### config.mk
export PLATFORM = sky130hd
export DESIGN_NAME = mul_div_unit
export DESIGN_NICKNAME = d
export VERILOG_FILES = /design/src/rtl/mul_div_unit.sv
export SDC_FILE = /design/constraint.sdc
export NUM_CORES = 1
export LEC_CHECK = 0
export BUFFER_PORTS_ARGS = -buffer_cell sky130_fd_sc_hd__buf_2
export CORE_ASPECT_RATIO = 2
export CORE_UTILIZATION = 45
export CTS_BUF_LIST = sky130_fd_sc_hd__clkbuf_16
export DETAILED_ROUTE_END_ITERATION = 8
export PLACE_DENSITY = 0.66
export SLEW_MARGIN = 20
export SYNTH_ARGS = -nofsm -noshare
export SYNTH_HDL_FRONTEND = slang
export SYNTH_SLANG_ARGS = --single-unit
### constraint.sdc
create_clock -name clk -period 3.7 [get_ports clk]
set_input_delay 0.37 -clock clk [delete_from_list [all_inputs] [get_ports clk]]
set_output_delay 0.37 -clock clk [all_outputs]
set_load 0.05 [all_outputs]
### src/rtl/mul_div_unit.sv
// mul_div_unit: multi-cycle MIPS MULT/MULTU/DIV/DIVU unit with HI/LO registers.
// Ports:
//   clk, rst          clock and synchronous active-high reset
//   Start, Op         launch request and operation (00 MULTU, 01 MULT, 10 DIVU, 11 DIV)
//   RsData, RtData    operands; RsData also carries MTHI/MTLO data
//   HiWrite, LoWrite  MTHI / MTLO strobes, honoured only while idle
//   Busy              operation in flight, CPU must stall
//   Done              one-cycle pulse, Hi/Lo just updated
//   Hi, Lo            HI/LO architectural registers
module mul_div_unit #(
    parameter int unsigned WIDTH = 32
) (
    input  logic             clk,
    input  logic             rst,
    input  logic             Start,
    input  logic [1:0]       Op,
    input  logic [WIDTH-1:0] RsData,
    input  logic [WIDTH-1:0] RtData,
    input  logic             HiWrite,
    input  logic             LoWrite,
    output logic             Busy,
    output logic             Done,
    output logic [WIDTH-1:0] Hi,
    output logic [WIDTH-1:0] Lo
);

    localparam int unsigned AW = 2 * WIDTH;
    localparam int unsigned CW = (WIDTH > 1) ? $clog2(WIDTH) : 1;

    typedef enum logic [1:0] {
        IDLE = 2'd0,
        CALC = 2'd1,
        FIX  = 2'd2
    } state_t;

    state_t          state;
    state_t          state_nx;
    logic [CW-1:0]   cnt;
    logic            fix_ph;     // FIX spans two cycles: sign fix-up, then HI/LO write
    logic            is_div;
    logic            sign_a;
    logic            sign_b;
    logic            div_zero;
    logic [WIDTH-1:0] opnd;      // multiplicand (mult) or divisor (div), already abs'd
    logic [AW-1:0]   acc;        // mult: {partial, multiplier}; div: {remainder, quotient}

    logic            start_signed;
    logic [WIDTH-1:0] abs_a;
    logic [WIDTH-1:0] abs_b;
    logic [AW-1:0]   step_acc;
    logic [AW-1:0]   fix_acc;

    // State register
    always_ff @(posedge clk) begin
        if (rst) begin
            state <= IDLE;
        end else begin
            state <= state_nx;
        end
    end

    // Next-state logic
    always_comb begin
        state_nx = state;
        case (state)
            IDLE: if (Start) state_nx = CALC;
            CALC: if (cnt == CW'(WIDTH - 1)) state_nx = FIX;
            FIX:  if (fix_ph) state_nx = IDLE;
            default: state_nx = IDLE;
        endcase
    end

    // Operand conditioning at launch: magnitudes only for the signed ops
    always_comb begin
        start_signed = Op[0];
        abs_a        = (start_signed && RsData[WIDTH-1]) ? (~RsData + WIDTH'(1)) : RsData;
        abs_b        = (start_signed && RtData[WIDTH-1]) ? (~RtData + WIDTH'(1)) : RtData;
    end

    // One radix-2 iteration: shift-add multiply or restoring divide
    always_comb begin
        logic [WIDTH:0] sum;
        logic [WIDTH:0] shifted;
        logic [WIDTH:0] diff;
        sum      = '0;
        shifted  = '0;
        diff     = '0;
        step_acc = acc;
        if (is_div) begin
            shifted = {acc[AW-1:WIDTH], acc[WIDTH-1]};
            diff    = shifted - {1'b0, opnd};
            if (!diff[WIDTH]) begin
                step_acc = {diff[WIDTH-1:0], acc[WIDTH-2:0], 1'b1};
            end else begin
                step_acc = {shifted[WIDTH-1:0], acc[WIDTH-2:0], 1'b0};
            end
        end else begin
            sum      = {1'b0, acc[AW-1:WIDTH]} + (acc[0] ? {1'b0, opnd} : '0);
            step_acc = {sum, acc[WIDTH-1:1]};
        end
    end

    // Sign restoration; divide-by-zero forces an all-ones quotient
    always_comb begin
        logic [WIDTH-1:0] quo;
        logic [WIDTH-1:0] rem;
        quo     = acc[WIDTH-1:0];
        rem     = acc[AW-1:WIDTH];
        fix_acc = acc;
        if (is_div) begin
            if (div_zero) begin
                quo = '1;
            end else if (sign_a ^ sign_b) begin
                quo = ~quo + WIDTH'(1);
            end
            if (sign_a) begin
                rem = ~rem + WIDTH'(1);
            end
            fix_acc = {rem, quo};
        end else if (sign_a ^ sign_b) begin
            fix_acc = ~acc + AW'(1);
        end
    end

    // Datapath, HI/LO and status registers
    always_ff @(posedge clk) begin
        if (rst) begin
            cnt      <= '0;
            fix_ph   <= 1'b0;
            is_div   <= 1'b0;
            sign_a   <= 1'b0;
            sign_b   <= 1'b0;
            div_zero <= 1'b0;
            opnd     <= '0;
            acc      <= '0;
            Hi       <= '0;
            Lo       <= '0;
            Busy     <= 1'b0;
            Done     <= 1'b0;
        end else begin
            Done <= 1'b0;
            case (state)
                IDLE: begin
                    if (HiWrite) Hi <= RsData;
                    if (LoWrite) Lo <= RsData;
                    if (Start) begin
                        is_div   <= Op[1];
                        sign_a   <= start_signed && RsData[WIDTH-1];
                        sign_b   <= start_signed && RtData[WIDTH-1];
                        div_zero <= (RtData == '0);
                        opnd     <= Op[1] ? abs_b : abs_a;
                        acc      <= {{WIDTH{1'b0}}, (Op[1] ? abs_a : abs_b)};
                        cnt      <= '0;
                        fix_ph   <= 1'b0;
                        Busy     <= 1'b1;
                    end
                end
                CALC: begin
                    acc <= step_acc;
                    cnt <= cnt + CW'(1);
                end
                FIX: begin
                    if (!fix_ph) begin
                        acc    <= fix_acc;
                        fix_ph <= 1'b1;
                    end else begin
                        Hi     <= acc[AW-1:WIDTH];
                        Lo     <= acc[WIDTH-1:0];
                        fix_ph <= 1'b0;
                        Busy   <= 1'b0;
                        Done   <= 1'b1;
                    end
                end
                default: begin
                    Busy <= 1'b0;
                end
            endcase
        end
    end

endmodule
# Word level (Yosys, flattened, before mapping)
# Index checks and enable logic that the tools add are counted.
[totals] ff_bits=174 inputBits=71
[classes] add_sub_neg=8 eq_ne=12 n_mux=34 bitwise_logic=8 n_reduce_logical=17
[ops] cell="$mux 32" count=12
[ops] cell="$mux 64" count=6
[ops] cell="$pmux 64 s3" count=1
[ops] cell="$add 32x1->32 const B" count=4
[ops] cell="$not 32->32" count=4
[ops] cell="$pmux 32 s2" count=2
[ops] cell="$add 64x1->64 const B" count=1
[ops] cell="$not 64->64" count=1
[ops] cell="$add 32x32->33" count=1
[ops] cell="$sub 33x32->33" count=1
[ops] cell="$logic_not 32->1" count=1
[ops] cell="$ne 2x2->1 const B" count=6
[ops] cell="$reduce_and 3->1" count=4
[ops] cell="$pmux 5 s2" count=1
[ops] cell="$reduce_and 5->1" count=2
[ops] cell="$ne 3x3->1 const B" count=3
[ops] cell="$mux 2" count=3
[ops] cell="$pmux 2 s3" count=1
[ops] cell="$reduce_and 2->1" count=3
[ops] cell="$add 5x1->5 const B" count=1
[ops] cell="$eq 5x5->1 const B" count=1
[ops] cell="$mux 1" count=5
[ops] cell="$mux 5" count=1
[ops] cell="$reduce_bool 2->1" count=2
[ops] cell="10 further kinds" count=12

# Logic depth before layout (Yosys ltp)
[depth] ltp_word=7 mapped_depth=15

# Worst setup path before layout
# OpenSTA, ideal clock, no wires.
[synth_timing] path_type="register -> register" from="register acc[31]" to="register acc[52]" setup_time_ns=0.129 t_arrival_ns=3.086 path_slack_ns=0.485 path_stages_with_launch=16 path_buffers=2 synth_period_minus_slack_ns=3.215 cell_sequence="dfxtp_1 -> inv_1 -> ha_1 -> fa_1 -> nand2b_1 -> a21o_1 -> a31o_1 -> a22o_1 -> o31ai_2 -> xor2_2 -> buf_6 -> buf_6 -> mux2i_1 -> nand2_1 -> o211ai_1 -> o21ai_1"
[synth_between] elab_chain_cells=6 elab_cells_between_ends=9
[synth_rtl] element="start, declared" line="45" rtl="logic [AW-1:0] acc;"
[synth_rtl] element="start signal, assigned" line="152" rtl="acc <= {{WIDTH{1'b0}}, (Op[1] ? abs_a : abs_b)};"
[synth_rtl] element="start signal, assigned" line="159" rtl="acc <= step_acc;"
[synth_rtl] element="start signal, assigned" line="164" rtl="acc <= fix_acc;"
[synth_rtl] element="$not 64->64" line="121" rtl="fix_acc = ~acc + AW'(1);"
[synth_rtl] element="$add 64x1->64" line="121"
[synth_rtl] element="$mux 64" line="120" rtl="end else if (sign_a ^ sign_b) begin"
[synth_rtl] element="$mux 64" line="110" rtl="if (is_div) begin"
[synth_rtl] element="$mux 64" line="163" rtl="if (!fix_ph) begin"
[synth_rtl] element="$pmux 64 s3 (*)" line="142" rtl="case (state)"
# Mark *: on every way between the ends. The rest lies on a longest branch, timed or not. The select of a mux whose other input is x is not followed.
# A chain may end at the register's enable or synchronous reset.

# Final worst setup path
[layout_timing] from="register acc[0]" to="register acc[39]"
# The elaborated chain is that of the path after synthesis.

==> impl_results.md <==
* Max-cap violations at 0
* Clk buf depth at 2
* Yosys warns at 0
* First-pass GRT wire length at 105000 um
* Drt wl/cell at 26.3 um
* Worst path slowest cell: o21ai_0
* Number of global-route vias before repair at 16900
* Overall routing resource usage at 40.7%
* Die W at 134 um
* Crit Path Class: register to register
* Worst ir drop on vdd at 355 uV
* Area of the die at 0.0354 mm2
* CTS Hold Bufs at 0
* Iteration count of the initial detailed-routing pass at 8
* Worst Tran Pin Value at 1.24 ns
* Count of cell types in the netlist at 90
* Die Height at 265 um
* Largest net degree at the start of global routing at 79
* Area delta synth->final at 13.2%
* Post-synthesis cell count at 2201
* LEAKAGE at 7.31 nW
* Final Hold Vio Count at 0
* Final ANT Viol Nets at 0
* Initial Util at 45.5%
* Drt via density at 6.41
* Synth Net Count at 2348
* Worst R2R Start: acc[0]
* Crit share post-route at 99.4%
* Port-buffer cells at 136
* Setup repair bufs after CTS at 0
* Required @ worst endpoint at 4.07 ns
* DR vias at 17600
* Top_reg_cell synth: dfxtp_1
* Row count at 96
* Max H-tree Level at 4
* # setup viols final at 0
* Minimum clock period at 3.68 ns
* Reg clk slew, reported paths at 0.08 ns
* Crit path from: acc[0]
* Pwr Total at 6.41 mW
* Fillers at 3525
* Crit-path max FO at 4
* Headroom to the max-slew limit at 16.6%
* Detailed-route wire length at 72200 um
* Placer congestion estimate at 1.03
* Syn avg cell area at 7.08 um2
* TritonCTS clock tree: built
* CORE AREA at 0.0342 mm2
* Max incr delay on CP at 0.96 ns
* Share of layout cells above drive strength 1 at 15.1%
* CP arrival at 4.05 ns
* Io pins at 137
* Sink Count at 174
* Status: finished clean
* EDFF count, synth at 0
* Ys async rst share at 0%
* Root cell of the clock tree: clkbuf_16
* RSZ-0062 raised after global routing: no
* Yosys reg bits at 174
* DPL Wire Length at 55400 um
* Nets at 2439
* CTS resizes at 0
* CP Capture Type: register
* Fin Setup TNS at 0 ns
* DRC Markers at 0
* Clock Latency Late Sink at 0.47 ns
* Max-slew violations at 0
* Remaining Overflow, GRT at 0
* Cell Chain, Critical Path: and2_1 -> ha_1 -> inv_1 -> fa_1 -> nand2b_1 -> buf_4 -> a21oi_1 -> o21ai_0 -> buf_4 -> nand2b_1 -> a211oi_1 -> o21ai_0 -> a31oi_1 -> a211oi_1
* Initial antenna violation count at 1
* Hold Crit Start: Start
* Setup crit start kind: register
* Worst Clk Skew at 0.0223 ns
* Fmax at 0.272 GHz
* PwrDens at 363 mW/mm2
* Num CTS Buffers at 17
* Mapped Area at 0.0156 mm2
* HP Class: input pin to register
* Seq/Total Area, Yosys at 22.4%
* Iter 0 DRT Violations at 1699
==> critical path, delay by kind of cell, from the launching register on <==
| kind | cells | cell delay [ns] |
|---|---|---|
| adder cells (fa/ha/maj) | 2 | 0.66 |
| AO/OA/AOI/OAI | 6 | 1.72 |
| buffers and inverters | 3 | 0.39 |
| flip-flops | 1 | 0.38 |
| AND/OR/NAND/NOR | 3 | 0.43 |
==> synth_stat cells, types with 8 or more instances <==
library cell	instances	share of area, %
a211oi_1	93	4.5
nor2b_1	44	1.8
clkbuf_1	135	3.3
nand2b_1	19	0.76
mux2_2	33	2.4
xor2_1	56	3.1
nor3_1	56	1.8
nand2_1	199	4.8
o41ai_1	9	0.51
o22ai_1	8	0.32
and2_1	9	0.36
o21ai_0	135	4.3
a21oi_1	274	8.8
nand3b_1	8	0.39
nor2_1	276	6.6
mux2i_1	37	2.4
a221oi_1	14	0.79
ha_1	74	5.9
o21ai_1	17	0.55
nor4_1	8	0.32
or4_1	9	0.43
o211ai_1	28	1.3
or3_1	19	0.76
xnor2_1	77	4.3
dfxtp_1	174	22
o31ai_1	20	0.96
buf_2	8	0.26
a21o_1	42	2.0
and3_1	12	0.48
inv_1	74	1.8
buf_1	16	0.39
o21a_1	11	0.53
nand4_1	14	0.56
nand3_1	45	1.4
a31oi_1	26	1.0
==> metrics by stage <==
stage          instance area, um2  worst slack, ns  utilization [%]  std cells  hold slack, ns
2_1_floorplan               15600            0.485                -       2201           0.432
3_3_place_gp                17000            0.232             49.6       2714           0.440
3_5_place_dp                17000            0.166             49.6       2714           0.446
4_1_cts                     17600            0.128             51.5       2746           0.302
5_1_grt                     17600           0.0128             51.5       2746           0.310
6_report                    17600           0.0221             51.5       2747           0.314
==> final timing paths <==
kind / to / slack [ns] / depth (start not counted)
min: Busy / 0.31 / 3
min reg2reg: opnd[9] / 0.46 / 2
max: acc[39] / 0.02 / 14
max reg2reg: acc[39] / 0.02 / 14
==> cells in the final DEF (no fill, tap or decap), types with 20 or more instances in the layout <==
cell,netlist,routed
a211oi_1,93,92
a21o_1,42,42
a21oi_1,274,272
a31oi_1,26,25
buf_2,8,135
buf_4,1,100
dfxtp_1,174,173
ha_1,74,72
inv_1,74,74
mux2_2,33,33
mux2i_1,37,37
nand2_1,199,199
nand3_1,45,45
nor2_1,276,276
nor2b_1,44,44
nor3_1,56,56
o211ai_1,28,28
o21ai_0,135,135
o31ai_1,20,20
xnor2_1,77,77
xor2_1,56,56
==> power by group <==
| part | switching [mW] | internal [mW] | leakage (nW) |
|---|---|---|---|
| clock network | 0.997 | 0.935 | 0.303 |
| registers | 0.179 | 2.03 | 1.43 |
| logic | 1.55 | 0.710 | 5.57 |
==> final cells by class <==
type	instances	area, um2	share of cell area [%]
Antenna cell	1	2.50	0.0142
Clock buffer	17	425	2.41
Clock inverter	15	209	1.18
Inverter	76	285	1.62
Multi-Input combinational cell	1786	11200	63.6
Sequential cell	174	3480	19.8
Tap cell	441	552	3.13
Timing Repair Buffer	237	1470	8.31
==> metal layers <==
metal	global-route usage, %	wire [um]
met1	36.6	22400
met2	71.1	35600
met3	9.68	5140
met4	43.6	9100
met5	0	0
==> kinds of logic (layout without fill, tap and decap cells) <==
group	Yosys count	in the layout	share of synthesized area [%]
xor gates and xnor gates	134	134	7.58
AOI/OAI and AO/OA	747	747	29.7
adders and majority gates	76	76	6.20
muxes	70	70	4.76
buffers and inverters	241	345	6.13
and+or+nand+nor	759	759	23.3
DFF	174	174	22.4
other	0	1	0
==> state kept, by name (all words and copies together) (netlist names) <==
name	flops
Busy	1
opnd	32
cnt	5
fix_ph	1
sign_a	1
Lo	32
Done	1
is_div	1
acc	64
state	2
sign_b	1
div_zero	1
Hi	32
No activity file was read; power rests on OpenSTA's default activity.
